## src/rtl/fetch_queue.sv

```systemverilog
// fetch_queue: circular-buffer FIFO decoupling instruction fetch from decode.
// Define FETCH_QUEUE_BYPASS_EN to let an entry pass straight through an empty queue in the same cycle.
module fetch_queue #(
    parameter int WIDTH = 64,
    parameter int DEPTH = 4
) (
    input  logic                     clk,
    input  logic                     rst,
    input  logic                     enq_valid,
    input  logic [WIDTH-1:0]         enq_data,
    output logic                     enq_ready,
    output logic                     deq_valid,
    output logic [WIDTH-1:0]         deq_data,
    input  logic                     deq_ready,
    input  logic                     flush,
    output logic [$clog2(DEPTH):0]   count,
    output logic                     full,
    output logic                     empty
);

    localparam int AW = $clog2(DEPTH);
    localparam int PW = AW + 1;
    localparam logic [PW-1:0] DEPTH_P = PW'(DEPTH);
    localparam logic [PW-1:0] ONE     = PW'(1);

    logic [WIDTH-1:0] mem [DEPTH];
    logic [PW-1:0]    wr_ptr;
    logic [PW-1:0]    rd_ptr;
    logic             enq_fire;
    logic             deq_fire;
    logic             do_write;
    logic             do_read;
    logic [WIDTH-1:0] head_data;

    // The extra wrap bit on each pointer makes full and empty distinguishable.
    assign count     = wr_ptr - rd_ptr;
    assign full      = (count == DEPTH_P);
    assign empty     = (count == '0);
    assign enq_ready = !full && !flush && !rst;
    assign head_data = mem[rd_ptr[AW-1:0]];

    assign enq_fire  = enq_valid && enq_ready;
    assign deq_fire  = deq_valid && deq_ready;

`ifdef FETCH_QUEUE_BYPASS_EN
    logic bypass;

    // An empty queue forwards the incoming entry; it is only stored if the consumer stalls.
    assign bypass    = empty && !flush && !rst && enq_valid;
    assign deq_valid = (!empty && !flush) || bypass;
    assign deq_data  = bypass    ? enq_data  :
                       deq_valid ? head_data : '0;
    assign do_write  = enq_fire && !(bypass && deq_ready);
    assign do_read   = deq_fire && !empty;
`else
    assign deq_valid = !empty && !flush;
    assign deq_data  = deq_valid ? head_data : '0;
    assign do_write  = enq_fire;
    assign do_read   = deq_fire;
`endif

    always_ff @(posedge clk or posedge rst) begin
        if (rst) begin
            wr_ptr <= '0;
            rd_ptr <= '0;
        end else if (flush) begin
            wr_ptr <= '0;
            rd_ptr <= '0;
        end else begin
            if (do_write) wr_ptr <= wr_ptr + ONE;
            if (do_read)  rd_ptr <= rd_ptr + ONE;
        end
    end

    // Entry storage is deliberately not reset; deq_data masks stale contents.
    always_ff @(posedge clk) begin
        if (do_write) mem[wr_ptr[AW-1:0]] <= enq_data;
    end

endmodule

```

## config.mk

```make
export PLATFORM = sky130hd
export DESIGN_NAME = fetch_queue
export DESIGN_NICKNAME = d
export VERILOG_FILES = /design/src/rtl/fetch_queue.sv
export SDC_FILE = /design/constraint.sdc
export NUM_CORES = 1
export LEC_CHECK = 0
export CAP_MARGIN = 10
export CORE_MARGIN = 2
export CORE_UTILIZATION = 41
export DETAILED_ROUTE_END_ITERATION = 16
export PLACE_DENSITY = 0.61
export SYNTH_ARGS = -nofsm -noshare
export SYNTH_HDL_FRONTEND = slang
export SYNTH_SLANG_ARGS = --single-unit
```

## constraint.sdc

```tcl
create_clock -name clk -period 7.4 [get_ports clk]
set_input_delay 1.48 -clock clk [delete_from_list [all_inputs] [get_ports clk]]
set_output_delay 1.48 -clock clk [all_outputs]
set_load 0.05 [all_outputs]
```

==> impl_metrics.csv <==
group,metric,value,unit
timing,hold_viol,0,
routing,vias,4838,
timing,tightestPinTransition,1.079,ns
clock_network,root_buffer,"clkbuf_16",
logic_synthesis,syn_area,10340,µm²
timing,fmax,174.0,MHz
die,core-area,24960,µm²
routing,ant_nets,0,
logic_synthesis,synth_ff_type,"edfxtp_1",
routing,remaining_drc_errors,0,
place,dp_hpwl,10.47,mm
routing,avgViaCountPerCell,4.998,
die,initial_utilization,41.43,%
place,place_ws,1.765,ns
timing,layout_min_cycle_time,5.746,ns
grt,grt.overflow.total,0,
grt,grtUsageTotal,14.27,%
routing,drtIter0Drc,240,
grt,grt_pass1_wl,28.93,mm
clock_network,cts_made_buffers,27,
clock_network,clk_path_buf_depth,3,
logic_synthesis,synth_cell_types,32,
critical_path,cp_slowest_cell,"dfrtp_4",
die,rows,58,
clock_network,cts_tree,"done",
outcome,status,"complete, no violations",
logic_synthesis,async_flop_share,2.290,%
routing,post_drt_wl_per_cell,19.37,µm
critical_path,worst_setup_path_start_kind,"register",
clock_network,hold_buffers,0,
final_layout,drive_gt1_share,23.55,%
critical_path,cp_max_fo,67,
place,place.gp.congestion,0.7005,
critical_path,worstSetupEndpointType,"output pin",
critical_path,critPathBufInv,1,
clock_network,cts.repair.resized,0,
die,die_h,162.8,µm
clock_network,post_cts_buffers,0,
timing,slew_viol_final,0,
power,ir_drop,0.2423,mV
final_layout,final_nets,694,
timing,setup_viol,0,
clock_network,clock_sinks,262,
logic_synthesis,syn_inst,467,
grt,grt_pass1_vias,5218,
run,max_cap_viol_count,0,
die,io_pins,140,
logic_synthesis,syn_nets,543,
timing,rsz0062_at_grt,"no",
clock_network,path_clk_slew,0.06,ns
power,p_leak,4.068,nW
final_layout,final_cell_mix,"edfxtp_1 (256), clkdlybuf4s50_1 (139), mux4_2 (64)",
routing,drt-total-wl,18.75,mm
logic_synthesis,avgSynthCellArea,22.15,µm²
timing,finalSetupTns,0,ns
die,die_width,162.8,µm
critical_path,worstSetupPathType,"reg2out",
critical_path,crit_arrival,4.27,ns
critical_path,cp_top_family,"flip-flops",
timing,fin_crit_sh,77.65,%
logic_synthesis,ys_seq_area_share,75.78,%
timing,slew_headroom,28.08,%
grt,antenna_found_initial,1,
final_layout,area_delta_synth_final,24.82,%
clock_network,clkLatencyLatePin,0.51,ns
timing,fin_ws,1.654,ns
timing,whs,0.5957,ns
final_layout,final_common_cell,"edfxtp_1",
final_layout,post-route-util,51.71,%
timing,fin_skew,0.005945,ns
place,io_buffers,139,
critical_path,slowest_delay,1.12,ns
routing,first_pass_iters,5,
grt,grt_max_degree,68,
clock_network,htreeDepth,1,
logic_synthesis,synth_edf_count,256,
worst_hold_path,hold_path.class,"reg2reg",
power,powerDensity,369.6,nW/µm²
critical_path,crit_chain,"fa_1 > and2_1 > a21o_4 > nor2b_1 > clkdlybuf4s50_1",
critical_path,required,5.92,ns
logic_synthesis,yosys_warnings,0,
die,die_area,26510,µm²
logic_synthesis,yosys_register_bits,262,
-- power breakdown --
part	leakage, nW	internal [W]	switching (W)
Combinational	1.27	0.000701	0.00105
Clock	0.410	0.000735	0.000526
Sequential	2.39	0.00168	0.0000764
Total	4.07	0.00312	0.00166
-- logic make-up after synthesis --
logic type	share of synthesized area, %
flops	75.78
simple gates	6.134
mux	14.46
buf+inv	1.839
compound gates	0.5565
fa+ha+maj	0.9194
xor+xnor	0.3145
-- flip-flops by register name, summed over array words and instances (netlist names) --
name / flops
wr_ptr: 3
mem: 256
rd_ptr: 3
-- area by class of cell --
cell class,count,area (µm²)
Antenna cell,1,2.502
Sequential cell,262,7845
Fill cell,2033,12050
Clock inverter,18,143.9
Tap cell,330,412.9
Timing Repair Buffer,144,1429
Clock buffer,30,686.9
Multi-Input combinational cell,172,2349
Inverter,11,41.29
-- tightest hold or removal path: cells and delay by family, from the launching register on --
kind / cells / cell delay (ns)
DFF: 1 / 0.41
muxes: 1 / 0.06
and+or+nand+nor: 1 / 0.08
-- Yosys cell counts, drive strengths merged (2+ instances only) --
cell	count	area (µm²)
a211oi	2	15.01
a21oi	2	10.01
buf	14	118.9
clkbuf	8	30.03
dfrtp	6	150.1
edfxtp	256	7687
ha	6	75.07
inv	11	41.29
mux2	3	33.78
mux2i	2	20.02
mux4	64	1441
nand2	2	7.510
nand2b	4	25.02
nor2	10	37.54
nor2b	65	529.3
-- stage by stage --
step	area [µm²]	power [W]	cells
2_1_floorplan	10340	0.003076	467
3_3_place_gp	12080	0.003563	919
3_5_place_dp	12080	0.003573	919
4_1_cts	12910	0.004846	967
5_1_grt	12910	0.004967	967
6_report	12910	0.004772	968
-- per-layer routing --
layer / wire length [µm] / track usage [%] / vias to the layer above
met4: 433 / 3.741 / 0
met5: 0 / 0 / -
li1: - / - / 2182
met1: 7573 / 17.72 / 2504
met2: 9760 / 25.23 / 121
met3: 983 / 3.361 / 31
-- path summary, 6_finish.rpt --
path                       startpoint            to  slack, ns  depth (start not counted)
hold / removal              wr_ptr[1]     wr_ptr[1]       0.60                          2
setup reg to reg            rd_ptr[1]    mem[2][61]       3.34                          5
setup / recovery            rd_ptr[1]  deq_data[16]       1.65                          5
min in group asynchronous         rst     wr_ptr[1]       1.29                          2
max in group asynchronous         rst     rd_ptr[0]       5.86                          2
hold reg to reg             wr_ptr[1]     wr_ptr[1]       0.60                          2
(Power assumes the default switching activity.)
